===== config.mk =====
export PLATFORM = sky130hd
export DESIGN_NAME = lc2k_ctrl_fsm
export DESIGN_NICKNAME = d
export VERILOG_FILES = /design/src/rtl/lc2k_ctrl_fsm.sv
export SDC_FILE = /design/constraint.sdc
export NUM_CORES = 1
export LEC_CHECK = 0
export CAP_MARGIN = 15
export CORE_MARGIN = 5
export CORE_UTILIZATION = 45
export CTS_CLUSTER_DIAMETER = 100
export DETAILED_ROUTE_END_ITERATION = 16
export PLACE_DENSITY_LB_ADDON = 0.15
export SYNTH_ARGS = -nofsm -noshare
export SYNTH_HDL_FRONTEND = slang
export SYNTH_SLANG_ARGS = --single-unit
export TNS_END_PERCENT = 100

===== constraint.sdc =====
create_clock -name clk -period 2.3 [get_ports clk]
set_clock_uncertainty 0.15 [all_clocks]
set_input_delay 0.46 -clock clk [delete_from_list [all_inputs] [get_ports clk]]
set_output_delay 0.46 -clock clk [all_outputs]
set_load 0.05 [all_outputs]

===== src/rtl/lc2k_ctrl_fsm.sv =====
// LC2K multi-cycle control FSM: FETCH/DECODE/EXEC/MEM/WB sequencing plus a saturating retired counter.
// Optional macro LC2K_CTRL_MEM_WAIT_EN adds mem_ready handshaking with a timeout into a sticky FAULT state.
module lc2k_ctrl_fsm #(
   parameter int CNT_W  = 16,
   parameter int TO_CYC = 15
) (
   input  logic             clk,
   input  logic             rst_n,
   input  logic             start,
   input  logic [2:0]       opcode,
   input  logic             alu_eq,
   input  logic             mem_ready,
   output logic             pc_we,
   output logic             ir_we,
   output logic             mem_req,
   output logic             mem_we,
   output logic             reg_we,
   output logic             wr_reg_sel,
   output logic             alu_b_sel,
   output logic [1:0]       wr_data_sel,
   output logic [1:0]       alu_op,
   output logic [1:0]       pc_src,
   output logic             halted,
   output logic             fault,
   output logic [CNT_W-1:0] retired
);

   localparam logic [2:0] OP_ADD  = 3'b000;
   localparam logic [2:0] OP_NOR  = 3'b001;
   localparam logic [2:0] OP_LW   = 3'b010;
   localparam logic [2:0] OP_SW   = 3'b011;
   localparam logic [2:0] OP_BEQ  = 3'b100;
   localparam logic [2:0] OP_JALR = 3'b101;
   localparam logic [2:0] OP_HALT = 3'b110;
   localparam logic [2:0] OP_NOOP = 3'b111;

   typedef enum logic [2:0] {
      S_IDLE, S_FETCH, S_DECODE, S_EXEC, S_MEM, S_WB, S_HALT, S_FAULT
   } state_t;

   state_t           r_state, w_next;
   logic [2:0]       r_op_q;
   logic [CNT_W-1:0] r_retired;
   logic             w_retire;
   logic             w_mem_go;
   logic             w_timeout;

`ifdef LC2K_CTRL_MEM_WAIT_EN
   logic [7:0] r_wait;

   assign w_mem_go  = mem_ready;
   assign w_timeout = !mem_ready && (r_wait == 8'(TO_CYC - 1));
   assign fault     = (r_state == S_FAULT);

   // Counts consecutive not-ready cycles; any state change restarts it.
   always_ff @(posedge clk or negedge rst_n) begin
      if (!rst_n)                                               r_wait <= '0;
      else if (w_next != r_state)                               r_wait <= '0;
      else if (!mem_ready && (r_state == S_FETCH || r_state == S_MEM)) r_wait <= r_wait + 8'd1;
   end
`else
   logic w_unused;

   assign w_mem_go  = 1'b1;
   assign w_timeout = 1'b0;
   assign fault     = 1'b0;
   assign w_unused  = mem_ready | (TO_CYC == 0);
`endif

   always_ff @(posedge clk or negedge rst_n) begin
      if (!rst_n) begin
         r_state   <= S_IDLE;
         r_op_q    <= '0;
         r_retired <= '0;
      end else begin
         r_state <= w_next;
         if (r_state == S_DECODE) r_op_q <= opcode;
         if (w_retire && (r_retired != '1)) r_retired <= r_retired + 1'b1;
      end
   end

   assign retired = r_retired;

   always_comb begin
      w_next      = r_state;
      w_retire    = 1'b0;
      pc_we       = 1'b0;
      ir_we       = 1'b0;
      mem_req     = 1'b0;
      mem_we      = 1'b0;
      reg_we      = 1'b0;
      wr_reg_sel  = 1'b0;
      alu_b_sel   = 1'b0;
      wr_data_sel = 2'd0;
      alu_op      = 2'd0;
      pc_src      = 2'd0;
      halted      = 1'b0;
      case (r_state)
         S_IDLE: if (start) w_next = S_FETCH;
         S_FETCH: begin
            ir_we   = 1'b1;
            mem_req = 1'b1;
            if (w_timeout)     w_next = S_FAULT;
            else if (w_mem_go) w_next = S_DECODE;
         end
         S_DECODE: begin
            // Decode steers on the live opcode; op_q is only valid from EXEC on.
            case (opcode)
               OP_HALT: begin
                  w_next   = S_HALT;
                  w_retire = 1'b1;
               end
               OP_NOOP: begin
                  pc_we    = 1'b1;
                  w_next   = S_FETCH;
                  w_retire = 1'b1;
               end
               default: w_next = S_EXEC;
            endcase
         end
         S_EXEC: begin
            case (r_op_q)
               OP_ADD, OP_NOR: begin
                  alu_b_sel = 1'b1;
                  alu_op    = (r_op_q == OP_NOR) ? 2'd1 : 2'd0;
                  w_next    = S_WB;
               end
               OP_LW, OP_SW: w_next = S_MEM;
               OP_BEQ: begin
                  alu_op   = 2'd2;
                  pc_we    = 1'b1;
                  pc_src   = alu_eq ? 2'd1 : 2'd0;
                  w_next   = S_FETCH;
                  w_retire = 1'b1;
               end
               OP_JALR: begin
                  reg_we      = 1'b1;
                  wr_data_sel = 2'd2;
                  pc_we       = 1'b1;
                  pc_src      = 2'd2;
                  w_next      = S_FETCH;
                  w_retire    = 1'b1;
               end
               default: w_next = S_FETCH;
            endcase
         end
         S_MEM: begin
            mem_req = 1'b1;
            if (r_op_q == OP_SW) begin
               mem_we = 1'b1;
               pc_we  = 1'b1;
            end
            if (w_timeout) w_next = S_FAULT;
            else if (w_mem_go) begin
               w_next   = (r_op_q == OP_SW) ? S_FETCH : S_WB;
               w_retire = (r_op_q == OP_SW);
            end
         end
         S_WB: begin
            reg_we = 1'b1;
            pc_we  = 1'b1;
            if (r_op_q != OP_LW) begin
               wr_reg_sel  = 1'b1;
               wr_data_sel = 2'd1;
            end
            w_next   = S_FETCH;
            w_retire = 1'b1;
         end
         S_HALT: begin
            halted = 1'b1;
            if (start) w_next = S_FETCH;
         end
         S_FAULT: w_next = S_FAULT;
         default: w_next = S_IDLE;
      endcase
   end

endmodule


==> impl_metrics.csv, run 1 <==
group,metric,value,unit
yosys,synth_top_family_by_area,"simple AND/OR/NAND/NOR gates",
status,status,"finished, final reports clean",
finish,final_area,1970,um2
place,gp_congestion,0.855,
finish,antennaDiodeCount,0,
global_route,use_met2,0.280,
floorplanning,die_width,64.2,um
floorplanning,start_util,0.476,
finish,layout-drive-gt1-share,0.293,
worst_setup_path,worst-endpoint-arrival,1.61,ns
routing,drt-total-wl,3130,um
routing,drcViolationCount,0,
finish,final_cell_mix,"clkdlybuf4s50_1, dfrtp_1, buf_4",
clock_tree,clkLatencyLatePin,0.30,ns
timing,fmax,0.450,GHz
finish,final_common_cell,"clkdlybuf4s50_1",
worst_setup_path,critPathMaxFanout,6,
worst_setup_path,ff2ff_setup_slack,0.21,ns
worst_setup_path,crit_family,"buffers and inverters",
timing,hold_viol,0,
power,power,0.00282,W
global_route,grtUsageMet3,0.0333,
routing,vias,1163,
worst_setup_path,critical_path.cell_chain,"clkdlybuf4s50_1",
timing,fin_tns_setup,0,ns
global_route,grt_pass1_vias,1208,
clock_tree,clockBufferDepth,2,
global_route,grt_overflow_total,0,
global_route,grt_busiest_layer,"met2",
routing,ant_nets,0,
yosys,yosysUniqueCellTypes,42,
worst_setup_path,worstSetupEndpointType,"output port",
yosys,synthMuxAreaShare,0.0425,
timing,maxSlewViolCount,0,
global_route,grt_pass1_wl,5490,um
finish,fin_util,0.708,
yosys,syn_nets,146,
floorplanning,core_area,2780,um2
global_route,use_met1,0.192,
yosys,syn-cell-area,1320,um2
finish,instances_no_fill,215,
power,power_density,1430,nW/um2
routing,wl_per_cell,14.6,um
worst_setup_path,crit_start,"retired[13]",
yosys,synth.top_cell.area_share,0.416,
yosys,synth-simple-area-share,0.297,
timing,timing.slew.headroom,0.651,
floorplanning,row_count,19,
floorplanning,dieHeight,64.2,um
clock_tree,h-tree-depth,1,
finish,finalNetCount,195,
routing,first_iter_violations,58,
worst_setup_path,worst_r2r_path_depth,5,
place,hpwl,2380,um
worst_setup_path,r2r-start,"r_op_q[1]",
clock_tree,cts_hold_buffers,0,
worst_setup_path,startpoint_type,"flip-flop",
place,placed_cell_area,1900,um2
yosys,synth_xor_area_frac,0.0794,
clock_tree,cts.sinks,22,
yosys,yosysTopAreaCell,"dfrtp_1",
floorplanning,num_io_pins,39,
yosys,synth-compound-area-share,0.110,
flow_run,cap_viol_max_count,0,
worst_hold_path,min_path_type,"input pin to asynchronous set/reset pin",
power,p_leak,0.772,nW
worst_setup_path,worst-path-buf-inv,1,
timing,finalCriticalPeriod,2.22,ns
routing,drt-pass1-iter-count,4,
floorplanning,dieArea,4130,um2
yosys,yosysSeqAreaShare,0.416,
timing,grt_setup_unrepaired,"yes",
timing,period_share,0.966,
global_route,grtUsageTotal,0.163,
timing,setup_viol,0,
yosys,synthTopCellsByArea,"dfrtp_1, xor2_1, nor3_2",
clock_tree,cts_tree,"built",
worst_setup_path,cp.required,1.69,ns
yosys,ys_warn_count,0,
global_route,antenna_found_initial,0,
yosys,synth_seq_cells,22,
worst_setup_path,slowest_stage,"clkdlybuf4s50_1",
routing,viasPerCell,5.41,
finish,syn2layout_area_growth,48.8,%
timing,worst_pin_slew,0.524,ns
clock_tree,clk_pin_slew,0.11,ns
worst_setup_path,crit_type,"flip-flop to output port",
yosys,synth-adder-area-share,0.00945,
place,dp.cells,209,
yosys,synth_area_per_cell,9.66,um2
place,port_buffers,36,
global_route,grt_max_degree,23,
power,peakVddDrop,1210,uV
clock_tree,cts-root-buf,"clkbuf_4",
clock_tree,cts-buffers-inserted,3,
yosys,synthCells,137,
worst_setup_path,slowest_delay,0.85,ns
worst_setup_path,rr_endpoint,"retired[1]",
-- flip-flops by register name (all words and copies together) (netlist names) --
signal / flops
retired: 16
r_op_q: 3
r_state: 3
-- layer usage --
| metal | vias to the layer above | part of all wire | routed length (um) |
|---|---|---|---|
| met2 | 33 | 0.50 | 1550 |
| met4 | 0 | 0.021 | 65 |
| li1 | 581 | - | - |
| met1 | 542 | 0.42 | 1310 |
| met3 | 7 | 0.065 | 205 |
| met5 | - | 0 | 0 |
-- what timing repair did --
item                       CTS  global route
setup endpoints to repair    4             2
resized for setup            3             3
pin swaps                    0             0
buffers inserted             2             1
-- cells in the mapped netlist (all sizes together) --
library cell	number
buf	4
or2	1
dfrtp	22
and3	2
nor3	10
a41oi	1
nand2b	4
and2	1
nor3b	1
inv	5
and3b	1
a21boi	1
xnor2	3
o21ai	9
o211a	2
nor4	1
nand4b	1
a311oi	2
a311o	1
and2b	1
nand3	12
nor2	17
a21oi	1
o221ai	1
nand2	9
conb	1
nand4	6
clkbuf	1
xor2	9
mux2	5
a31o	1
ha	1
-- cell type report --
cell class,count,area (um2)
clock buffers,3,22.5
fillers,232,812
inverters,5,18.8
multi-input cells,105,751
flip-flops and latches,22,553
well taps,31,38.8
repair buffers,49,586
-- logic make-up after synthesis --
| kind of cell | Yosys count |
|---|---|
| other | 1 |
| DFF | 22 |
| muxes | 5 |
| buffers and inverters | 10 |
| xor gates and xnor gates | 12 |
| and+or+nand+nor | 67 |
| adders and majority gates | 1 |
| AOI/OAI and AO/OA | 19 |
-- worst max path at each step --
stage / end / cells past startpoint
floorplan: ir_we / 3
global placement: retired[14] / 5
detailed placement: retired[14] / 5
CTS: pc_src[0] / 6
global route: pc_src[0] / 6
finish: retired[13] / 1
-- power by group --
part	internal (W)	leakage (nW)	total [W]	switching, W
Sequential	0.000546	0.241	0.000769	0.000224
Clock	0.0000611	0.0138	0.000170	0.000109
Combinational	0.000747	0.517	0.00188	0.00113
-- per-stage QoR --
step           hold slack [ns]  worst slack, ns
3_5_place_dp             0.375           0.0594
4_1_cts                  0.350           0.0371
2_1_floorplan           0.0144           -0.107
5_1_grt                  0.382         -0.00758
6_report                 0.341           0.0771
3_3_place_gp             0.355           0.0857
No activity file was read; power rests on OpenSTA's default activity.
==> inputs of run 2 (changes only) <==
- PLACE_DENSITY: unset -> 0.89
- PLACE_DENSITY_LB_ADDON: 0.15 -> unset
==> run 2 against run 1 <==
Compared with the run above:
- clock-buffer cell count rose by 1
- first-iteration DRC count down 22%
- routed wire length is 15% higher
- sequential share of layout area shrank 0.65 points
- core utilization up 1.8 points
- global-route usage increased by 1.9 points
- cell count rose by 2.3%
- worst hold slack worse by 0.023 ns
- via count rose by 7.2%
- total power rose by 4.9%
- critical path type unchanged
- largest cell class unchanged
- largest power group unchanged
- highest routed layer unchanged
==> impl_metrics.csv, run 2 (synthesis gave the netlist of run 1 again) <==
group,metric,value,unit
status,status,"finished, final reports clean",
routing,drt-total-wl,3620,um
place,gp_congestion,0.861,
clock_tree,cts.sinks,22,
timing,maxSlewViolCount,0,
routing,ant_nets,0,
global_route,grt_pass1_wl,6110,um
worst_setup_path,crit_type,"flip-flop to output port",
worst_setup_path,worst-endpoint-arrival,1.63,ns
routing,drcViolationCount,0,
finish,fillCellCount,208,
worst_setup_path,startpoint_type,"flip-flop",
worst_setup_path,critPathMaxFanout,7,
worst_hold_path,min_path_type,"input pin to asynchronous set/reset pin",
finish,largest_reg_flops,16,
global_route,use_met1,0.215,
clock_tree,clockBufferDepth,2,
global_route,grt_max_degree,23,
global_route,antenna_found_initial,0,
worst_setup_path,cp.required,1.69,ns
global_route,grtUsageTotal,0.181,
global_route,grt_overflow_total,0,
global_route,grt_busiest_layer,"met2",
global_route,grtUsageMet3,0.0403,
finish,final_cell_mix,"clkdlybuf4s50_1, dfrtp_1, buf_4",
floorplanning,die_width,64.2,um
clock_tree,cts-buffers-inserted,3,
worst_setup_path,rr_endpoint,"retired[8]",
timing,finalCriticalPeriod,2.24,ns
place,post-place-ws,0.0389,ns
worst_setup_path,worst_r2r_path_depth,7,
worst_setup_path,crit_start,"retired[2]",
timing,fmax,0.445,GHz
global_route,use_met2,0.312,
timing,worst_pin_slew,0.509,ns
floorplanning,row_count,19,
global_route,grt_pass1_vias,1277,
timing,timing.slew.headroom,0.659,
floorplanning,dieArea,4130,um2
clock_tree,cts_tree,"built",
place,port_buffers,36,
power,power_density,1460,nW/um2
floorplanning,start_util,0.476,
routing,drt-pass1-iter-count,4,
floorplanning,core_area,2780,um2
worst_setup_path,worstSetupEndpointType,"output port",
clock_tree,cts-root-buf,"clkbuf_4",
finish,fin_util,0.726,
finish,finalNetCount,199,
worst_setup_path,critical_path.cell_chain,"clkdlybuf4s50_1",
worst_setup_path,worst-path-buf-inv,1,
floorplanning,dieHeight,64.2,um
timing,fin_ws,0.0552,ns
worst_setup_path,r2r-start,"r_state[0]",
flow_run,cap_viol_max_count,0,
timing,period_share,0.976,
timing,hold_viol,0,
finish,final_common_cell,"clkdlybuf4s50_1",
power,p_leak,0.815,nW
finish,layout-drive-gt1-share,0.323,
floorplanning,num_io_pins,39,
finish,syn2layout_area_growth,52.6,%
clock_tree,clkLatencyLatePin,0.33,ns
timing,setup_viol,0,
routing,wl_per_cell,16.5,um
worst_setup_path,slowest_delay,0.84,ns
clock_tree,h-tree-depth,1,
worst_setup_path,crit_family,"buffers and inverters",
power,peakVddDrop,1410,uV
routing,viasPerCell,5.67,
clock_tree,clk_pin_slew,0.13,ns
routing,vias,1247,
routing,first_iter_violations,45,
worst_setup_path,path_depth,1,
worst_setup_path,slowest_stage,"clkdlybuf4s50_1",
timing,fin_tns_setup,0,ns
place,hpwl,2640,um
worst_setup_path,cp-endpoint,"retired[2]",
worst_setup_path,ff2ff_setup_slack,0.18,ns
finish,antennaDiodeCount,0,
## run 2: changes by cell type in the layout (fill, tap and decap cells not counted), sizes merged
| cell | previous run | this run |
|---|---|---|
| clkdlybuf4s50 | 22 | 20 |
| clkbuf | 3 | 4 |
| dlymetal6s2s | 0 | 2 |
| buf | 27 | 31 |
## run 2: layout make-up
type / count / area (um2) / area share
flip-flops and latches: 22 / 554 / 0.274
well taps: 31 / 38.8 / 0.0192
clock buffers: 4 / 36.3 / 0.0180
inverters: 5 / 18.8 / 0.00929
repair buffers: 53 / 624 / 0.309
multi-input cells: 105 / 748 / 0.370
## run 2: how the worst min path moves through the flow
stage | start | to | slack [ns]
global route | rst_n | r_state[1] | 0.36
detailed placement | retired[11] | retired[11] | 0.36
finish | rst_n | r_op_q[2] | 0.32
floorplan | rst_n | r_op_q[0] | 0.01
global placement | retired[11] | retired[11] | 0.35
CTS | rst_n | r_op_q[2] | 0.34
## run 2: per-layer routing
metal	wire length (um)	vias to the layer above
met2	1830	55
met4	98	0
met3	269	11
met5	0	-
met1	1420	589
li1	-	592
## run 2: timing repair
item / 4_1_cts / 5_1_grt
setup buffers: 1 / 8
hold buffers: 0 / 0
resized for setup: 4 / 7
pin swaps: 0 / 5
setup endpoints to repair: 5 / 7
endpoints found under the hold margin: 0 / 0
## run 2: through the flow
stage | instance area, um2 | power, W | instances | hold slack (ns)
after floorplan | 1340 | 0.00194 | 137 | 0.0144
final | 2020 | 0.00296 | 220 | 0.318
after CTS | 1940 | 0.00285 | 212 | 0.341
after detailed placement | 1890 | 0.00259 | 207 | 0.363
after global placement | 1890 | 0.00254 | 207 | 0.351
after global routing | 2020 | 0.00312 | 220 | 0.364
## run 2: report_power, final
group	internal (W)	switching (W)	total, W	leakage [nW]
clock network	0.0000970	0.000128	0.000225	0.0210
registers	0.000547	0.000246	0.000793	0.240
logic	0.000776	0.00116	0.00194	0.554
total	0.00142	0.00154	0.00296	0.815
